$ cat config.mk
export PLATFORM = sky130hd
export DESIGN_NAME = ahbl_trace_mon_flat
export DESIGN_NICKNAME = d
export VERILOG_FILES = /design/src/rtl/ahbl_trace_mon_if.sv /design/src/rtl/ahbl_trace_mon.sv /design/src/flat_wrapper.sv
export SDC_FILE = /design/constraint.sdc
export NUM_CORES = 1
export LEC_CHECK = 0
export CAP_MARGIN = 10
export CORE_MARGIN = 4
export CORE_UTILIZATION = 45
export CTS_BUF_LIST = sky130_fd_sc_hd__clkbuf_8
export CTS_CLUSTER_SIZE = 14
export DETAILED_ROUTE_END_ITERATION = 7
export GPL_TIMING_DRIVEN = 0
export SLEW_MARGIN = 10
export SYNTH_ARGS = -nofsm -noshare
export SYNTH_HDL_FRONTEND = slang
export SYNTH_SLANG_ARGS = --single-unit
$ cat constraint.sdc
create_clock -name clk_i -period 17 [get_ports clk_i]
set_input_delay 4.25 -clock clk_i [delete_from_list [all_inputs] [get_ports clk_i]]
set_output_delay 4.25 -clock clk_i [all_outputs]
set_load 0.02 [all_outputs]
$ cat src/rtl/ahbl_trace_mon_if.sv
// ahbl_trace_mon_if
//   Bundle of the observed AHB-Lite master-port signals for NUM_CH channels.
//   Channel k occupies bits [2k+1:2k] of ch_htrans_i and [32k+31:32k] of the
//   32-bit buses.
//   master : side that drives the bus signals (SoC masters / testbench)
//   slave  : observing side (ahbl_trace_mon), inputs only
interface ahbl_trace_mon_if #(
    parameter int NUM_CH = 2
);
    logic [2*NUM_CH-1:0]  ch_htrans_i;
    logic [NUM_CH-1:0]    ch_hwrite_i;
    logic [32*NUM_CH-1:0] ch_haddr_i;
    logic [32*NUM_CH-1:0] ch_hwdata_i;
    logic [32*NUM_CH-1:0] ch_hrdata_i;
    logic [NUM_CH-1:0]    ch_hready_i;

    modport master (
        output ch_htrans_i, ch_hwrite_i, ch_haddr_i,
        output ch_hwdata_i, ch_hrdata_i, ch_hready_i
    );

    modport slave (
        input ch_htrans_i, ch_hwrite_i, ch_haddr_i,
        input ch_hwdata_i, ch_hrdata_i, ch_hready_i
    );
endinterface

$ cat src/rtl/ahbl_trace_mon.sv
// ahbl_trace_mon
//   Passive multi-channel AHB-Lite transfer monitor. Each channel latches a
//   qualifying address phase, pairs it with its own data phase (wait states
//   included), and parks the finished record in a one-entry pending register.
//   A round-robin arbiter moves pending records into a show-ahead FIFO that is
//   drained through a valid/ready stream.
//
//   Optional feature macro: TRACE_TIMESTAMP_EN
//     defined   - free-running 32-bit cycle counter, records carry the
//                 completion timestamp on rec_ts_o
//     undefined - no counter, rec_ts_o tied to 0
//
// Ports
//   clk_i, rst_i        clock, synchronous active-high reset
//   en_i                capture enable for new address phases
//   clr_i               clears drop_cnt_o and ovf_o
//   bus                 observed AHB-Lite channels (slave modport)
//   filt_lo_i/filt_hi_i inclusive unsigned address window
//   rec_valid_o/rec_ready_i and rec_*_o   record stream (FIFO head)
//   drop_cnt_o          saturating count of records lost at the pending stage
//   ovf_o               sticky drop flag
//   level_o             FIFO occupancy
module ahbl_trace_mon #(
    parameter int  NUM_CH = 2,
    parameter int  DEPTH  = 16,
    localparam int CHW    = (NUM_CH > 1) ? $clog2(NUM_CH) : 1,
    localparam int AW     = $clog2(DEPTH)
) (
    input  logic                 clk_i,
    input  logic                 rst_i,
    input  logic                 en_i,
    input  logic                 clr_i,
    ahbl_trace_mon_if.slave      bus,
    input  logic [31:0]          filt_lo_i,
    input  logic [31:0]          filt_hi_i,
    output logic                 rec_valid_o,
    input  logic                 rec_ready_i,
    output logic [CHW-1:0]       rec_ch_o,
    output logic                 rec_write_o,
    output logic [31:0]          rec_addr_o,
    output logic [31:0]          rec_data_o,
    output logic [31:0]          rec_ts_o,
    output logic [15:0]          drop_cnt_o,
    output logic                 ovf_o,
    output logic [AW:0]          level_o
);

    typedef struct packed {
        logic [CHW-1:0] ch;
        logic           write;
        logic [31:0]    addr;
        logic [31:0]    data;
`ifdef TRACE_TIMESTAMP_EN
        logic [31:0]    ts;
`endif
    } rec_t;

    logic [NUM_CH-1:0]       pend_vld;
    rec_t [NUM_CH-1:0]       pend_rec;
    logic [NUM_CH-1:0]       grant;
    logic [NUM_CH-1:0]       drop;
    logic                    push;
    logic                    pop;
    logic                    can_push;
    logic [CHW-1:0]          gnt_idx;
    logic [CHW-1:0]          rr_q, rr_d;

    logic [AW-1:0]           wptr_q, rptr_q;
    logic [AW:0]             cnt_q, cnt_d;
    rec_t                    mem_q [DEPTH];
    rec_t                    head;

    logic [15:0]             drop_q, drop_d;
    logic                    ovf_q, ovf_d;
    logic [16:0]             drop_sum;

`ifdef TRACE_TIMESTAMP_EN
    logic [31:0]             ts_q;

    always_ff @(posedge clk_i) begin
        if (rst_i) ts_q <= '0;
        else       ts_q <= ts_q + 32'd1;
    end
`endif

    // ---------------- per-channel address/data pairing ----------------
    for (genvar k = 0; k < NUM_CH; k++) begin : g_ch
        logic [1:0]  htrans;
        logic        hready;
        logic [31:0] haddr;
        logic        hit, complete, accept;
        logic        armed_q, armed_d;
        logic        pend_vld_q, pend_vld_d;
        logic [31:0] addr_q;
        logic        write_q;
        rec_t        pend_q, pend_d;

        assign htrans = bus.ch_htrans_i[2*k +: 2];
        assign hready = bus.ch_hready_i[k];
        assign haddr  = bus.ch_haddr_i[32*k +: 32];

        // NONSEQ/SEQ only; an inverted window (lo > hi) can never match
        assign hit      = (htrans inside {2'b10, 2'b11}) && hready && en_i &&
                          (haddr >= filt_lo_i) && (haddr <= filt_hi_i);
        assign complete = armed_q && hready;
        // a pending slot being granted this cycle is free for the new record
        assign accept   = complete && (!pend_vld_q || grant[k]);
        assign drop[k]  = complete && pend_vld_q && !grant[k];

        always_comb begin
            armed_d = armed_q;
            if (hit)           armed_d = 1'b1;   // re-arm wins over completion
            else if (complete) armed_d = 1'b0;

            pend_vld_d = pend_vld_q;
            pend_d     = pend_q;
            if (accept) begin
                pend_vld_d   = 1'b1;
                pend_d.ch    = CHW'(k);
                pend_d.write = write_q;
                pend_d.addr  = addr_q;
                pend_d.data  = write_q ? bus.ch_hwdata_i[32*k +: 32]
                                       : bus.ch_hrdata_i[32*k +: 32];
`ifdef TRACE_TIMESTAMP_EN
                pend_d.ts    = ts_q;
`endif
            end else if (grant[k]) begin
                pend_vld_d = 1'b0;
            end
        end

        always_ff @(posedge clk_i) begin
            if (rst_i) begin
                armed_q    <= 1'b0;
                pend_vld_q <= 1'b0;
            end else begin
                armed_q    <= armed_d;
                pend_vld_q <= pend_vld_d;
            end
            pend_q <= pend_d;
            if (hit) begin
                addr_q  <= haddr;
                write_q <= bus.ch_hwrite_i[k];
            end
        end

        assign pend_vld[k] = pend_vld_q;
        assign pend_rec[k] = pend_q;
    end

    // ---------------- round-robin arbiter ----------------
    assign pop      = rec_valid_o && rec_ready_i;
    assign can_push = (cnt_q != (AW+1)'(DEPTH)) || pop;

    always_comb begin
        grant   = '0;
        push    = 1'b0;
        gnt_idx = '0;
        for (int i = 0; i < NUM_CH; i++) begin
            int             sum;
            logic [CHW-1:0] idx;
            sum = int'(rr_q) + i;
            if (sum >= NUM_CH) sum = sum - NUM_CH;
            idx = CHW'(sum);
            if (!push && pend_vld[idx] && can_push) begin
                grant[idx] = 1'b1;
                push       = 1'b1;
                gnt_idx    = idx;
            end
        end
        rr_d = rr_q;
        if (push) rr_d = (gnt_idx == CHW'(NUM_CH-1)) ? '0 : gnt_idx + 1'b1;
    end

    // ---------------- show-ahead FIFO ----------------
    always_comb begin
        cnt_d = cnt_q;
        if (push && !pop)      cnt_d = cnt_q + 1'b1;
        else if (!push && pop) cnt_d = cnt_q - 1'b1;
    end

    always_ff @(posedge clk_i) begin
        if (rst_i) begin
            wptr_q <= '0;
            rptr_q <= '0;
            cnt_q  <= '0;
            rr_q   <= '0;
        end else begin
            if (push) wptr_q <= wptr_q + 1'b1;
            if (pop)  rptr_q <= rptr_q + 1'b1;
            cnt_q <= cnt_d;
            rr_q  <= rr_d;
        end
        if (push) mem_q[wptr_q] <= pend_rec[gnt_idx];
    end

    // gate the head so an empty FIFO presents all-zero fields
    assign head        = rec_valid_o ? mem_q[rptr_q] : '0;
    assign rec_valid_o = (cnt_q != '0);
    assign rec_ch_o    = head.ch;
    assign rec_write_o = head.write;
    assign rec_addr_o  = head.addr;
    assign rec_data_o  = head.data;
`ifdef TRACE_TIMESTAMP_EN
    assign rec_ts_o    = head.ts;
`else
    assign rec_ts_o    = '0;
`endif
    assign level_o     = cnt_q;

    // ---------------- drop accounting ----------------
    assign drop_sum = {1'b0, drop_q} + 17'($countones(drop));

    always_comb begin
        drop_d = drop_sum[16] ? 16'hFFFF : drop_sum[15:0];
        ovf_d  = ovf_q || (drop != '0);
        if (clr_i) begin
            drop_d = '0;
            ovf_d  = 1'b0;
        end
    end

    always_ff @(posedge clk_i) begin
        if (rst_i) begin
            drop_q <= '0;
            ovf_q  <= 1'b0;
        end else begin
            drop_q <= drop_d;
            ovf_q  <= ovf_d;
        end
    end

    assign drop_cnt_o = drop_q;
    assign ovf_o      = ovf_q;

endmodule

$ cat src/flat_wrapper.sv
// flat-port wrapper written by rule: the top's interface ports become plain ports
module ahbl_trace_mon_flat 
#(
    parameter int  NUM_CH = 2,
    parameter int  DEPTH  = 16,
    localparam int CHW    = (NUM_CH > 1) ? $clog2(NUM_CH) : 1,
    localparam int AW     = $clog2(DEPTH)
)
  (clk_i, rst_i, en_i, clr_i, filt_lo_i, filt_hi_i, rec_valid_o, rec_ready_i, rec_ch_o, rec_write_o, rec_addr_o, rec_data_o, rec_ts_o, drop_cnt_o, ovf_o, level_o, bus_ch_htrans_i, bus_ch_hwrite_i, bus_ch_haddr_i, bus_ch_hwdata_i, bus_ch_hrdata_i, bus_ch_hready_i);
  ahbl_trace_mon_if #(.NUM_CH(NUM_CH)) bus_i ();
  input  logic clk_i;
  input  logic rst_i;
  input  logic en_i;
  input  logic clr_i;
  input  logic [31:0] filt_lo_i;
  input  logic [31:0] filt_hi_i;
  output logic rec_valid_o;
  input  logic rec_ready_i;
  output logic [CHW-1:0] rec_ch_o;
  output logic rec_write_o;
  output logic [31:0] rec_addr_o;
  output logic [31:0] rec_data_o;
  output logic [31:0] rec_ts_o;
  output logic [15:0] drop_cnt_o;
  output logic ovf_o;
  output logic [AW:0] level_o;
  input wire logic [$bits(bus_i.ch_htrans_i)-1:0] bus_ch_htrans_i;
  input wire logic [$bits(bus_i.ch_hwrite_i)-1:0] bus_ch_hwrite_i;
  input wire logic [$bits(bus_i.ch_haddr_i)-1:0] bus_ch_haddr_i;
  input wire logic [$bits(bus_i.ch_hwdata_i)-1:0] bus_ch_hwdata_i;
  input wire logic [$bits(bus_i.ch_hrdata_i)-1:0] bus_ch_hrdata_i;
  input wire logic [$bits(bus_i.ch_hready_i)-1:0] bus_ch_hready_i;
  assign bus_i.ch_htrans_i = bus_ch_htrans_i;
  assign bus_i.ch_hwrite_i = bus_ch_hwrite_i;
  assign bus_i.ch_haddr_i = bus_ch_haddr_i;
  assign bus_i.ch_hwdata_i = bus_ch_hwdata_i;
  assign bus_i.ch_hrdata_i = bus_ch_hrdata_i;
  assign bus_i.ch_hready_i = bus_ch_hready_i;
  ahbl_trace_mon #(.NUM_CH(NUM_CH), .DEPTH(DEPTH)) u_core (.clk_i(clk_i), .rst_i(rst_i), .en_i(en_i), .clr_i(clr_i), .bus(bus_i), .filt_lo_i(filt_lo_i), .filt_hi_i(filt_hi_i), .rec_valid_o(rec_valid_o), .rec_ready_i(rec_ready_i), .rec_ch_o(rec_ch_o), .rec_write_o(rec_write_o), .rec_addr_o(rec_addr_o), .rec_data_o(rec_data_o), .rec_ts_o(rec_ts_o), .drop_cnt_o(drop_cnt_o), .ovf_o(ovf_o), .level_o(level_o));
endmodule
==> impl_results.md <==
* Post-CTS setup repair buffer count at 0
* Growth of design area from synthesis to finish at 20.37%
* Proportion of register bits with asynchronous set or reset after synthesis at 0%
* Origin of the critical flop-to-flop path: u_core.level_o[0]$_SDFFE_PP0P_
* Number of enable flip-flop cells after synthesis at 1,252
* F_max at 114.4 MHz
* Number of detailed-routing iterations run before antenna repair at 5
* Clock latency on the worst-skew pair at 0.85 ns
* Routed WL per cell at 26.83 µm
* Fin Setup TNS at 0 ns
* TritonCTS clock tree: built
* Antenna-violating nets left at 0
* Reg-to-reg setup timing slack at 13.20 ns
* First-pass GRT wire length at 194.9 mm
* DRC at 0
* Post-layout net count at 3,745
* Std-Cell Core Area at 116,200 µm²
* Area used by multi-input combinational logic at 13,360 µm²
* CTS root buf: clkbuf_8
* Post-Syn Area at 52,670 µm²
* Clock tree buffer depth at 3
* Post-CTS resize count at 0
* Class of the most critical hold timing path: reg2reg
* Worst stage delay on the critical path at 0.79 ns
* Top area cells in the synthesized netlist: edfxtp_1, mux4_2, ha_1, nand2_1, dfxtp_1
* Library cells used by synthesis at 54
* Worst Path Required at 12.75 ns
* Setup repair after global routing missed its margin: false
* Worst r2r dst: u_core.drop_cnt_o[3]$_SDFF_PP0_
* CTS sink cnt at 1,291
* Total global routing overflow at 0
* Largest net degree at the start of global routing at 34
* Vias at 27,958
* Areal power density over the cells at 121.5 nW/µm²
* Cell with the largest stage delay on the worst path: clkbuf_1
* Starting DRC count in detailed routing at 2,745
* Ys flop type: edfxtp_1
* Top fanout value on the critical path at 10
* H-tree levels at 4
* Final setup vio count at 0
* Final WS setup at 8.257 ns
* Number of global-route vias before repair at 29,447
* Number of antenna violations at the first check in global routing at 7
* CTS buffer count at 205
* All-Layer GR Usage at 22.04%
* Switching Fraction at 27.50%
* Synth Warn # at 0
* Hold-fix buffers, CTS at 0
* Cells along the critical path: clkbuf_1 -> clkbuf_1 -> mux4_2 -> mux4_2 -> and2_1 -> clkdlybuf4s50_1
* Fraction of final layout cells with drive strength greater than 1 at 22.89%
* Arrival time worst endpoint at 4.49 ns
* Critical path start-end classification: reg2out
* Worst relative slew slack at 19.37%
* Combinational fraction of design power at 23.9%
* Width of the chip at 350.1 µm
* Register bit total from synthesis at 1,291
* Crit path depth at 6
* Pre-CTS setup slack at 8.997 ns
* Endpoint type of the worst setup path: output pin
* Fill count at 8,952
* Proportion of netlist area held by the largest area contributor at 71.39%
* Final count of hold timing violations at 0
* Post-route minimum period at 8.743 ns
* Capture point of the worst path: rec_data_o[2]
* Instance area at placement at 59,720 µm²
* Depth of the worst register-to-register path at 15
* Cell count after synthesis at 2,654
* Total half-perimeter wirelength after legalization and detailed placement at 92.09 mm
* Hold Slack at 0.3968 ns
* Die Height at 350.1 µm
* Die Outline Area at 122,600 µm²
* Max-cap violation count at 0
* Sequential fraction of the synthesis area at 72.87%
* Final RePlAce weighted congestion at 0.8023
* Share of power burned in the clock network at 30.9%
* Final Instance Count excl. Fillers at 5,020
* Max rail drop VDD at 0.00007144 V
* Count of pins on the block boundary at 390
* NetSw at 0.002119 W
* Max Clock Skew at 0.03349 ns
* Clock transition at the registers of the reported paths at 0.06 ns
* Register area at 38,380 µm²
* Number of instances in the placed design at 4,649
* Cell taking the most area after synthesis: edfxtp_1
* Highest-count cells in the layout ignoring fill and taps: edfxtp_1, clkdlybuf4s50_1, mux4_2
* CP top delay family: buffers and inverters
* Final std cell area, no fill at 63,400 µm²
* Sort of element at the start of the critical path: flip-flop
* Most common cell after layout, fill and taps aside: edfxtp_1
* Worst-Margin Slew at 1.209 ns
* Final period utilization at 51.43%
* Internal cell power at 0.005586 W
* Static Leak at 21.13 nW
* Final count of pins violating max slew at 0
* Port-buffer cells at 355
* Number of rows in the core area at 125
* Syn Area/Cell at 19.84 µm²
* Detailed-route wire length at 134.7 mm
* Detailed-route vias per instance at 5.569
* CP Buf/Inv Count at 3
* Sequential share of power at 45.2%
* Outcome: complete, no violations
* Initial Util at 45.32%
==> through the flow <==
stage,util [%],power (W)
final,54.56,0.007705
after floorplan,-,0.004693
after global routing,54.55,0.008035
after CTS,54.53,0.007797
after global placement,50.12,0.005411
after detailed placement,51.39,0.005427
==> sequential cells by signal, summed over array words and instances, names as in the netlist, named ones only <==
signal                  cells
u_core.level_o              5
u_core.mem_q             1056
u_core.ovf_o                1
u_core.rptr_q               4
u_core.drop_cnt_o          16
u_core.g_ch.armed_q         2
u_core.g_ch.pend_vld_q      2
u_core.g_ch.addr_q         64
u_core.g_ch.pend_q        130
u_core.wptr_q               4
u_core.rr_q                 1
u_core.g_ch.write_q         2
==> how the worst min path moves through the flow <==
stage	depth (start not counted)	startpoint	slack (ns)	to
after global placement	0	u_core.g_ch[0].addr_q[18]$_DFFE_PP_	0.40	u_core.g_ch[0].pend_q[50]$_DFFE_PP_
after detailed placement	0	u_core.g_ch[0].addr_q[2]$_DFFE_PP_	0.40	u_core.g_ch[0].pend_q[34]$_DFFE_PP_
after floorplan	0	u_core.g_ch[0].addr_q[0]$_DFFE_PP_	0.40	u_core.g_ch[0].pend_q[32]$_DFFE_PP_
after global routing	0	u_core.g_ch[1].addr_q[31]$_DFFE_PP_	0.42	u_core.g_ch[1].pend_q[63]$_DFFE_PP_
after CTS	0	u_core.g_ch[1].addr_q[6]$_DFFE_PP_	0.39	u_core.g_ch[1].pend_q[38]$_DFFE_PP_
final	0	u_core.g_ch[1].addr_q[6]$_DFFE_PP_	0.40	u_core.g_ch[1].pend_q[38]$_DFFE_PP_
==> synth_stat cells, types with 2 or more instances <==
cell type,instances
buf_2,7
buf_6,24
mux4_2,315
a21oi_1,67
nor3_1,10
or3_1,5
a211oi_1,7
dfxtp_1,39
o21ai_0,21
xor2_1,10
a2111oi_0,4
inv_1,83
nor2_1,43
and2_1,67
buf_4,37
mux2_2,64
nor2b_1,7
mux2i_1,2
fa_1,2
nand2_1,228
mux4_1,15
nand4_1,31
xnor2_1,10
ha_1,141
clkbuf_1,49
edfxtp_1,1252
nand3_1,23
nor3b_1,2
nand2b_1,4
a221oi_1,3
a21o_1,21
buf_1,25
and4_1,3
a31oi_1,2
nor4_1,4
o211ai_1,7
and3_1,3
==> power by group through the flow <==
| stage | clock, W | combinational (W) | sequential, W |
|---|---|---|---|
| finish | 0.00238 | 0.00184 | 0.00348 |
| global route | 0.00258 | 0.00197 | 0.00348 |
| CTS | 0.00243 | 0.00188 | 0.00348 |
| detailed placement | 0 | 0.00188 | 0.00355 |
| global placement | 0 | 0.00186 | 0.00355 |
| floorplan | 0 | 0.00114 | 0.00355 |
==> cell type report <==
class	count	area share, %
multi-input cells	1168	21.07
clock inverters	156	1.220
repair buffers	441	7.725
well taps	1524	3.008
diodes	5	0.01974
clock buffers	209	4.537
inverters	83	0.4914
flip-flops and latches	1291	60.54
plain buffers	143	1.395
==> routing by layer <==
metal  vias to the layer above  GRT usage, %  routed length (µm)
li1                      12083             -                   -
met2                      1064         36.21               65960
met4                         2         5.527                2399
met3                       173         4.334                9425
met5                         -             0                  13
met1                     14636         30.60               56900
==> logic make-up after synthesis <==
group | count (synthesis) | synth area share (%)
AOI/OAI and AO/OA | 142 | 1.644
other | 1 | 0.007120
muxes | 396 | 15.63
buffers and inverters | 226 | 2.264
xor gates and xnor gates | 20 | 0.3326
DFF | 1291 | 72.87
and+or+nand+nor | 435 | 3.832
adders and majority gates | 143 | 3.426
Power figures use the tool's default switching activity.
